--- config.mk ---
export PLATFORM = sky130hd
export DESIGN_NAME = score_controller_flat
export DESIGN_NICKNAME = d
export VERILOG_FILES = /design/src/rtl/pong_pkg.sv /design/src/rtl/score_controller_if.sv /design/src/rtl/score_controller_frame_timer.sv /design/src/rtl/score_controller.sv /design/src/flat_wrapper.sv
export SDC_FILE = /design/constraint.sdc
export NUM_CORES = 1
export LEC_CHECK = 0
export ABC_AREA = 1
export CAP_MARGIN = 15
export CORE_UTILIZATION = 44
export DETAILED_ROUTE_END_ITERATION = 10
export PLACE_DENSITY = 0.73
export SLEW_MARGIN = 20
export SYNTH_ARGS = -nofsm -noshare
export SYNTH_HDL_FRONTEND = slang
export SYNTH_SLANG_ARGS = --single-unit
export TNS_END_PERCENT = 100
--- constraint.sdc ---
create_clock -name clk_0 -period 1.78 [get_ports clk_0]
set_clock_uncertainty 0.2 [all_clocks]
set_input_delay 0.178 -clock clk_0 [delete_from_list [all_inputs] [get_ports clk_0]]
set_output_delay 0.178 -clock clk_0 [all_outputs]
set_load 0.01 [all_outputs]
--- src/rtl/pong_pkg.sv ---
// Shared definitions for the pong game-flow logic: FSM encoding, the blank
// digit code, a digit helper and the score-digit placement on screen.
package pong_pkg;

   typedef enum logic [1:0] {
      ST_IDLE  = 2'd0,
      ST_PAUSE = 2'd1,
      ST_PLAY  = 2'd2,
      ST_OVER  = 2'd3
   } state_t;

   // Code that makes a digit renderer draw nothing
   localparam logic [3:0] BLANK_DIGIT = 4'hF;

   // Score-digit geometry (640x480 visible area)
   localparam int SCREEN_W     = 640;
   localparam int DIGIT_W      = 24;
   localparam int DIGIT_H      = 40;
   localparam int DIGIT_TOP    = 16;
   localparam int DIGIT_GAP    = 64;
   localparam int DIGIT_LEFT_X  = SCREEN_W / 2 - DIGIT_GAP - DIGIT_W;
   localparam int DIGIT_RIGHT_X = SCREEN_W / 2 + DIGIT_GAP;
   localparam int DIGIT_BOTTOM  = DIGIT_TOP + DIGIT_H;

   // Value handed to a renderer: the score, or blank while hidden
   function automatic logic [3:0] digit_value(input logic [3:0] score,
                                              input logic       blank);
      return blank ? BLANK_DIGIT : score;
   endfunction

endpackage

--- src/rtl/score_controller_if.sv ---
// Game-flow bus: event pulses into the score controller and the digit /
// ball-control signals it drives back out.
interface score_controller_if;
   logic       frame_tick;
   logic       start;
   logic       point_left;
   logic       point_right;
   logic [3:0] num_left;
   logic [3:0] num_right;
   logic       ball_freeze;
   logic       serve;
   logic       serve_dir;
   logic       game_over;
   logic       winner;

   // Side that generates events and consumes the controls
   modport master (
      output frame_tick, start, point_left, point_right,
      input  num_left, num_right, ball_freeze, serve, serve_dir,
             game_over, winner
   );

   // The score controller itself
   modport slave (
      input  frame_tick, start, point_left, point_right,
      output num_left, num_right, ball_freeze, serve, serve_dir,
             game_over, winner
   );
endinterface

--- src/rtl/score_controller_frame_timer.sv ---
// Loadable 8-bit frame_tick counter. Counts down to zero, or up to LIMIT and
// wraps to zero; o_term flags the tick that finishes a period.
module frame_timer #(
   parameter bit         COUNT_UP = 1'b0,
   parameter logic [7:0] LIMIT    = 8'd1
) (
   input  logic       clk_0,
   input  logic       rst,
   input  logic       i_load,
   input  logic [7:0] i_load_val,
   input  logic       i_en,
   input  logic       i_tick,
   output logic       o_term
);

   logic [7:0] r_count;
   logic [7:0] w_inc;
   logic       w_step;

   assign w_inc  = r_count + 8'd1;
   assign w_step = i_en & i_tick;
   assign o_term = w_step & (COUNT_UP ? (w_inc == LIMIT) : (r_count == 8'd1));

   // Counter register: a load beats a coincident tick, so state-entry ticks are lost
   always_ff @(posedge clk_0) begin
      if (!rst) begin
         r_count <= 8'd0;
      end else if (i_load) begin
         r_count <= i_load_val;
      end else if (w_step) begin
         if (COUNT_UP) begin
            r_count <= o_term ? 8'd0 : w_inc;
         end else if (r_count != 8'd0) begin
            r_count <= r_count - 8'd1;
         end
      end
   end

endmodule

--- src/rtl/score_controller.sv ---
// Pong game-flow sequencer: scores, post-point pause, serve, winner blink.
// Every output is registered from the next-state values computed below.
module score_controller
   import pong_pkg::*;
#(
   parameter int WIN_SCORE    = 7,
   parameter int PAUSE_FRAMES = 60,
   parameter int BLINK_FRAMES = 15
) (
   input  logic              clk_0,
   input  logic              rst,
   score_controller_if.slave bus
);

   localparam logic [3:0] L_WIN   = 4'(WIN_SCORE);
   localparam logic [7:0] L_PAUSE = 8'(PAUSE_FRAMES);
   localparam logic [7:0] L_BLINK = 8'(BLINK_FRAMES);

   state_t     r_state;
   logic [3:0] r_score_l;
   logic [3:0] r_score_r;
   logic [3:0] r_num_left;
   logic [3:0] r_num_right;
   logic       r_ball_freeze;
   logic       r_serve;
   logic       r_serve_dir;
   logic       r_game_over;
   logic       r_winner;
   logic       r_blink_phase;

   state_t     w_state_nxt;
   logic [3:0] w_score_l_nxt;
   logic [3:0] w_score_r_nxt;
   logic       w_serve_nxt;
   logic       w_dir_nxt;
   logic       w_winner_nxt;
   logic       w_phase_nxt;
   logic       w_pause_load;
   logic       w_blink_clear;
   logic       w_pause_term;
   logic       w_blink_term;
   logic       w_blank_l;
   logic       w_blank_r;

   // Pause timer: counts frames down while the ball waits at centre
   frame_timer #(.COUNT_UP(1'b0), .LIMIT(8'd1)) u_pause_timer (
      .clk_0      (clk_0),
      .rst        (rst),
      .i_load     (w_pause_load),
      .i_load_val (L_PAUSE),
      .i_en       (r_state == ST_PAUSE),
      .i_tick     (bus.frame_tick),
      .o_term     (w_pause_term)
   );

   // Blink timer: a start in OVER swallows a coincident tick
   frame_timer #(.COUNT_UP(1'b1), .LIMIT(L_BLINK)) u_blink_timer (
      .clk_0      (clk_0),
      .rst        (rst),
      .i_load     (w_blink_clear),
      .i_load_val (8'd0),
      .i_en       ((r_state == ST_OVER) && !bus.start),
      .i_tick     (bus.frame_tick),
      .o_term     (w_blink_term)
   );

   // State register
   always_ff @(posedge clk_0) begin
      if (!rst) r_state <= ST_IDLE;
      else      r_state <= w_state_nxt;
   end

   // Next-state logic and next values of scores, serve and blink
   always_comb begin
      w_state_nxt   = r_state;
      w_score_l_nxt = r_score_l;
      w_score_r_nxt = r_score_r;
      w_serve_nxt   = 1'b0;
      w_dir_nxt     = r_serve_dir;
      w_winner_nxt  = r_winner;
      w_phase_nxt   = r_blink_phase;
      w_pause_load  = 1'b0;
      w_blink_clear = 1'b0;
      case (r_state)
         ST_IDLE: begin
            if (bus.start) begin
               w_state_nxt   = ST_PAUSE;
               w_score_l_nxt = 4'd0;
               w_score_r_nxt = 4'd0;
               w_dir_nxt     = 1'b0;
               w_pause_load  = 1'b1;
            end
         end
         ST_PAUSE: begin
            if (w_pause_term) begin
               w_state_nxt = ST_PLAY;
               w_serve_nxt = 1'b1;
            end
         end
         ST_PLAY: begin
            // Left has priority when both players score in the same cycle
            if (bus.point_left) begin
               w_score_l_nxt = r_score_l + 4'd1;
               if (w_score_l_nxt == L_WIN) begin
                  w_state_nxt   = ST_OVER;
                  w_winner_nxt  = 1'b0;
                  w_blink_clear = 1'b1;
                  w_phase_nxt   = 1'b0;
               end else begin
                  w_state_nxt  = ST_PAUSE;
                  w_pause_load = 1'b1;
                  w_dir_nxt    = 1'b1;
               end
            end else if (bus.point_right) begin
               w_score_r_nxt = r_score_r + 4'd1;
               if (w_score_r_nxt == L_WIN) begin
                  w_state_nxt   = ST_OVER;
                  w_winner_nxt  = 1'b1;
                  w_blink_clear = 1'b1;
                  w_phase_nxt   = 1'b0;
               end else begin
                  w_state_nxt  = ST_PAUSE;
                  w_pause_load = 1'b1;
                  w_dir_nxt    = 1'b0;
               end
            end
         end
         ST_OVER: begin
            if (bus.start) begin
               w_state_nxt   = ST_PAUSE;
               w_score_l_nxt = 4'd0;
               w_score_r_nxt = 4'd0;
               w_pause_load  = 1'b1;
            end else if (w_blink_term) begin
               w_phase_nxt = ~r_blink_phase;
            end
         end
         default: w_state_nxt = ST_IDLE;
      endcase
   end

   assign w_blank_l = (w_state_nxt == ST_OVER) && !w_winner_nxt && w_phase_nxt;
   assign w_blank_r = (w_state_nxt == ST_OVER) &&  w_winner_nxt && w_phase_nxt;

   // Output and datapath registers
   always_ff @(posedge clk_0) begin
      if (!rst) begin
         r_score_l     <= 4'd0;
         r_score_r     <= 4'd0;
         r_num_left    <= 4'd0;
         r_num_right   <= 4'd0;
         r_ball_freeze <= 1'b1;
         r_serve       <= 1'b0;
         r_serve_dir   <= 1'b0;
         r_game_over   <= 1'b0;
         r_winner      <= 1'b0;
         r_blink_phase <= 1'b0;
      end else begin
         r_score_l     <= w_score_l_nxt;
         r_score_r     <= w_score_r_nxt;
         r_num_left    <= digit_value(w_score_l_nxt, w_blank_l);
         r_num_right   <= digit_value(w_score_r_nxt, w_blank_r);
         r_ball_freeze <= (w_state_nxt != ST_PLAY);
         r_serve       <= w_serve_nxt;
         r_serve_dir   <= w_dir_nxt;
         r_game_over   <= (w_state_nxt == ST_OVER);
         r_winner      <= w_winner_nxt;
         r_blink_phase <= w_phase_nxt;
      end
   end

   assign bus.num_left    = r_num_left;
   assign bus.num_right   = r_num_right;
   assign bus.ball_freeze = r_ball_freeze;
   assign bus.serve       = r_serve;
   assign bus.serve_dir   = r_serve_dir;
   assign bus.game_over   = r_game_over;
   assign bus.winner      = r_winner;

endmodule
--- src/flat_wrapper.sv ---
// flat-port wrapper written by rule: the top's interface ports become plain ports
module score_controller_flat import pong_pkg::*;
#(
   parameter int WIN_SCORE    = 7,
   parameter int PAUSE_FRAMES = 60,
   parameter int BLINK_FRAMES = 15
)
  (clk_0, rst, bus_frame_tick, bus_start, bus_point_left, bus_point_right, bus_num_left, bus_num_right, bus_ball_freeze, bus_serve, bus_serve_dir, bus_game_over, bus_winner);
  score_controller_if bus_i ();
  input  logic clk_0;
  input  logic rst;
  input wire logic [$bits(bus_i.frame_tick)-1:0] bus_frame_tick;
  input wire logic [$bits(bus_i.start)-1:0] bus_start;
  input wire logic [$bits(bus_i.point_left)-1:0] bus_point_left;
  input wire logic [$bits(bus_i.point_right)-1:0] bus_point_right;
  output wire logic [$bits(bus_i.num_left)-1:0] bus_num_left;
  output wire logic [$bits(bus_i.num_right)-1:0] bus_num_right;
  output wire logic [$bits(bus_i.ball_freeze)-1:0] bus_ball_freeze;
  output wire logic [$bits(bus_i.serve)-1:0] bus_serve;
  output wire logic [$bits(bus_i.serve_dir)-1:0] bus_serve_dir;
  output wire logic [$bits(bus_i.game_over)-1:0] bus_game_over;
  output wire logic [$bits(bus_i.winner)-1:0] bus_winner;
  assign bus_i.frame_tick = bus_frame_tick;
  assign bus_i.start = bus_start;
  assign bus_i.point_left = bus_point_left;
  assign bus_i.point_right = bus_point_right;
  assign bus_num_left = bus_i.num_left;
  assign bus_num_right = bus_i.num_right;
  assign bus_ball_freeze = bus_i.ball_freeze;
  assign bus_serve = bus_i.serve;
  assign bus_serve_dir = bus_i.serve_dir;
  assign bus_game_over = bus_i.game_over;
  assign bus_winner = bus_i.winner;
  score_controller #(.WIN_SCORE(WIN_SCORE), .PAUSE_FRAMES(PAUSE_FRAMES), .BLINK_FRAMES(BLINK_FRAMES)) u_core (.clk_0(clk_0), .rst(rst), .bus(bus_i));
endmodule
* Word level (Yosys, flattened, before mapping)
Index checks and enable logic that the tools add are counted.
Storage, ports and cells: word-level logic and storage cells 106, flip-flop bits (word level) 40, output and inout bits 13
Operators by class: muxes and demuxes 50, bitwise gates (word level) 6, equality and inequality tests 13, reduce and logical (&&, ||, !) cells 19, add/subtract/negate cells 4
Operators with widths (number):
- two-way mux 4 bit | 7
- two-way mux 1 bit | 27
- two-way mux 6 bit | 3
- one-hot mux 4 bit (2 select lines) | 2
- two-way mux 2 bit | 6
- != test 3 bit, second input constant | 3
- adder 4 x 1 -> 4 bit, second input constant | 2
- adder 8 x 1 -> 8 bit, second input constant | 1
- == test 4 x 3 -> 1 bit, second input constant | 2
- == test 8 x 1 -> 1 bit, second input constant | 1
- == test 8 x 4 -> 1 bit, second input constant | 1
- two-way mux 8 bit | 1
- nonzero test 8 bit | 1
- subtractor 8 x 1 -> 8 bit, second input constant | 1
- == test 2 bit, second input constant | 3
- one-hot mux 1 bit (2 select lines) | 3
- one-hot mux 2 bit (3 select lines) | 1
- AND reduction 2 bit | 3
- nonzero test 2 bit | 3
- OR reduction 2 bit | 3
- logical AND 1 bit | 5
- AND reduction 5 bit | 1
- bitwise AND 1 bit | 4
- != test 2 bit, second input constant | 2
- other kinds (4) | 6

* Depth between registers and ports, before layout
depth in word-level cells 10, mapped depth 14, depth with buffers taken out 14

* Modules after synthesis
From an unflattened synthesis, not the netlist that was laid out.
Unflattened totals: cells, all modules 377, area, all modules 2506.2 um^2
Modules (own cells, without submodules):
- score_controller | instances 1, cells each 184, sequential area each 480.5 um^2, area an instance 1288.7 um^2
- frame_timer (u_core.u_pause_timer) | instances 1, cells each 96, sequential area each 160.2 um^2, area an instance 610.6 um^2
- frame_timer (u_core.u_blink_timer) | instances 1, cells each 97, sequential area each 160.2 um^2, area an instance 606.8 um^2

* Least setup slack after synthesis
Ideal clock, no wire load.
kind register -> register, start point reg u_core.r_state[0], end point reg u_core.r_num_left[0] (netlist: u_core.bus.num_left[0]), required time 1.460 ns, slack -0.101 ns, clock period less this slack 1.881 ns, arrival time 1.561 ns, setup time 0.120 ns, stages on the path, launching flop included 13, path buffers 0, cells stage by stage dfxtp_1 ha_1 nand2_1 nor2_4 nand2_2 nor2_1 nand2_1 nor2_4 nand3_1 nand3_2 nand2_2 nand2_2 nand2_1
On the way: longest elaborated chain between the ends 9, elaborated cells between the ends (all ways) 25
RTL lines:
- from (decl) | RTL line score_controller.sv:19 | state_t r_state;
- from (signal assigned) | RTL line score_controller.sv:70 | else r_state <= w_state_nxt;
- == test 2 x 1 -> 1 bit or == test 2 bit (tied branches) | RTL line score_controller.sv:51, score_controller.sv:84, score_controller.sv:62
- bitwise AND 1 bit or logical AND 1 bit (tied branches) | RTL line score_controller_frame_timer.sv:21, score_controller.sv:62
- bitwise AND 1 bit, on equally long branches | RTL line score_controller_frame_timer.sv:22, score_controller_frame_timer.sv:21
- two-way mux 2 bit or bitwise AND 1 bit (tied branches) | RTL line score_controller.sv:95, score_controller_frame_timer.sv:22
- one-hot mux 2 bit (3 select lines) or two-way mux 1 bit (tied branches) | RTL line score_controller.sv:84, score_controller.sv:134
- == test 2 bit or two-way mux 1 bit (tied branches) | RTL line score_controller.sv:142, score_controller.sv:129
- logical AND 1 bit or one-hot mux 1 bit (2 select lines) (tied branches) | RTL line score_controller.sv:142, score_controller.sv:84
- logical AND 1 bit | RTL line score_controller.sv:142 | assign w_blank_l = (w_state_nxt == ST_OVER) && !w_winner_nxt && w_phase_nxt;
- two-way mux 4 bit * | RTL line pong_pkg.sv:28 | return blank ? BLANK_DIGIT : score;
- to (signal assigned) | RTL line score_controller.sv:161 | r_num_left <= digit_value(w_score_l_nxt, w_blank_l);
- to (decl) | RTL line score_controller.sv:22 | logic [3:0] r_num_left;
Mark *: on every way between the ends. The rest lies on a longest branch, timed or not. A chain may end at the register's enable or synchronous reset.

* Worst setup path after layout
start point reg u_core.r_state[1], end point reg u_core.r_game_over (netlist: u_core.bus.game_over)
On the way: longest elaborated chain between the ends 6, elaborated cells between the ends (all ways) 13
RTL lines:
- == test 2 x 1 -> 1 bit | RTL line score_controller.sv:51, score_controller.sv:84
- bitwise AND 1 bit | RTL line score_controller_frame_timer.sv:21 | assign w_step = i_en & i_tick;
- bitwise AND 1 bit | RTL line score_controller_frame_timer.sv:22 | assign o_term = w_step & (COUNT_UP ? (w_inc == LIMIT) : (r_count == 8'd1));
- two-way mux 2 bit | RTL line score_controller.sv:95 | if (w_pause_term) begin
- one-hot mux 2 bit (3 select lines) * | RTL line score_controller.sv:84 | case (r_state)
- == test 2 bit * | RTL line score_controller.sv:166 | r_game_over <= (w_state_nxt == ST_OVER);
- to (signal assigned) | RTL line score_controller.sv:166
- to (decl) | RTL line score_controller.sv:27 | logic r_game_over;
Marks and branches as above.

==> flow_summary.yaml <==
outcome:
  status: "complete, but fails checks"
  failed_checks: "negative setup slack"
finish:
  antennaDiodeCount: 0
  regArea_um2: 826
  mostFrequentLayoutCells: "nand2_1, buf_4, inv_1"
  multi_input_area_um2: 1520
  fin_nets: 403
  area_growth_pct: 55.6
  fill_cells: 362
  utilization_pct: 71.1
  final_common_cell: "nand2_1"
  final_layout_size_suffix_gt1_share_pct: 43.4
global_route:
  use_met2_pct: 39.2
  grtUsageMet3_pct: 3.89
  grt_pass1_vias: 2065
  grt_start_max_net_pins: 13
  grt-ovfl-total: 0
  grt_usage_pct: 22.3
  top_usage_layer: "met2"
  use_met1_pct: 26.9
  antenna_found_initial: 0
  grt_pass1_wl_um: 9090
yosys:
  synth-seq-cells: 40
  synth_cells: 309
  synth.avg_cell_area_um2: 6.98
  synth.yosys.seq_area_share_pct: 37.1
  synth_warnings: 0
  synth_area_um2: 2160
  yosysUniqueCellTypes: 30
  synth.net_count: 328
placement:
  pre_cts_ws_ns: -0.184
  place.gp.congestion: 0.837
  dp_hpwl_um: 3600
  numPortBuffers: 18
setup_path:
  cp_slowest_cell: "dfxtp_4"
  worstSetupPathType: "reg2reg"
  worstPathCellList: "inv_6 > buf_4 > ha_4 > inv_4 > o21ai_4 > inv_2 > o21ai_1 > o21ai_1 > nand3_2 > nand3_4 > buf_4 > buf_6 > inv_2"
  r2r_slack_ns: -0.16
  required_ns: 1.80
  cp_data_arrival_time_ns: 1.95
  slowest_delay_ns: 0.40
  critPathMaxFanout: 4
  path_delay_family: "buffers and inverters"
  cp-start-kind: "register"
  cp.buffers_inverters: 7
  end_kind: "register"
power:
  power.density_nw_per_um2: 903
  ir_drop_mv: 0.566
  p_leak_uw: 0.00148
hold_path:
  holdCritPathClass: "reg2reg"
routing:
  wl_per_cell_um: 13.4
  vias: 2230
  ant_nets: 0
  drc: 0
  totalWireLength_um: 6060
  drt_first_pass_iters: 4
  viasPerCell: 4.93
  drt_iter0_markers: 115
timing:
  holdWs_ns: 0.298
  finalSetupViolations: 18
  fin_ws_ns: -0.158
  fmax_mhz: 516
  maxSlewViolCount: 0
  worst_pin_slew_ns: 0.311
  hold_violations: 0
  slew_headroom_pct: 79.2
  post-route-min-period_ns: 1.94
  period_share_pct: 109
  rsz0062_at_grt: "true"
  fin_setup_tns_ns: -1.34
cts:
  cts_inserted_buffers: 5
  cts_max_level: 2
  clockBufferDepth: 2
  clock_sinks: 40
  cts.clk_slew.worst_paths_ns: 0.08
  insertion_delay_ns: 0.30
  postCtsHoldBufs: 0
  clockRootBuffer: "clkbuf_8"
  cts_tree: "yes"
die:
  die_y_um: 72.0
  die_w_um: 72.0
  num_rows: 25
  start_util_pct: 45.7
  io_pins: 19
  core_um2: 4720
  die_area_um2: 5190
run:
  cap_viol_max_count: 0
==> cells by family (layout without fill, tap and decap cells) <==
family                   count (synthesis)  in the layout  synth area share [%]
flip-flops                              40             40                  37.1
AO/OA/AOI/OAI                           35             35                  8.93
AND/OR/NAND/NOR                        151            151                  31.2
XOR/XNOR                                10             10                  4.06
adder cells (fa/ha/maj)                 13             13                  7.54
multiplexers                             1              1                 0.464
buffers and inverters                   59            135                  10.7
==> flip-flops by register name, summed over array words and instances, names as in the netlist, 2 cells and up <==
register,flops
u_core.r_score_r,4
u_core.r_state,2
u_core.bus.num_right,4
u_core.r_score_l,4
u_core.u_blink_timer.r_count,8
u_core.bus.num_left,4
u_core.u_pause_timer.r_count,8
==> worst reg2reg max path: stages, from the launching register on <==
cell and delay, ns:
dfxtp_4 0.40, inv_6 0.05, buf_4 0.14, ha_4 0.17, inv_4 0.07, o21ai_4 0.07, inv_2 0.08, o21ai_1 0.07
o21ai_1 0.12, nand3_2 0.14, nand3_4 0.14, buf_4 0.12, buf_6 0.08, inv_2 0.02
==> cell usage after synthesis (all sizes together) <==
cell type,n,area [µm²]
dfxtp,40,801
xor2,8,70.1
a21oi,16,80.1
o21ai,12,63.8
buf,2,16.3
inv,54,203
clkbuf,2,7.51
mux2i,1,10.0
nor3,3,15.0
nand3,20,105
nor4,1,6.26
a22oi,2,15.0
o22ai,2,12.5
nand2,74,298
a31oi,1,6.26
a211oi,2,15.0
xnor2,2,17.5
clkinv,1,3.75
nor2,46,205
ha,13,163
nand4,7,43.8
==> what timing repair did <==
action,CTS,global route
pin swaps,17,36
gates resized for setup,38,85
setup buffers,2,9
endpoints found under the hold margin,0,0
endpoints found under the setup margin,28,37
==> final timing paths <==
check	startpoint	depth (start not counted)	to
min	u_core.u_blink_timer.r_count[7]	2	u_core.u_blink_timer.r_count[7]
max reg2reg	u_core.r_state[1]	13	u_core.bus.game_over
min reg2reg	u_core.u_blink_timer.r_count[7]	2	u_core.u_blink_timer.r_count[7]
max	u_core.r_state[1]	13	u_core.bus.game_over
==> through the flow <==
stage / std cells / total power (µW) / cell area (µm²)
finish: 452 / 3030 / 3360
global route: 452 / 3190 / 3360
CTS: 443 / 2730 / 3020
detailed placement: 433 / 1990 / 2770
global placement: 433 / 1970 / 2770
floorplan: 309 / 1600 / 2200
==> final cells by class <==
cell class                      instances  area share [%]
Clock buffer                            8            2.68
Timing Repair Buffer                   72            18.2
Sequential cell                        40            24.6
Inverter                               55            6.63
Multi-Input combinational cell        210            45.4
Tap cell                               67            2.50
==> where the power goes <==
group | internal, µW | leakage (µW) | switching [µW]
clock network | 316 | 0.0000455 | 317
logic | 614 | 0.00110 | 708
registers | 983 | 0.000331 | 92.9
total | 1910 | 0.00148 | 1120
==> metal layers <==
metal  up-vias  routed length [µm]
met5         -                   0
met4         0                 195
met3        17                 231
met2        58                3200
met1      1040                2430
li1       1115                   -
(Power assumes the default switching activity.)
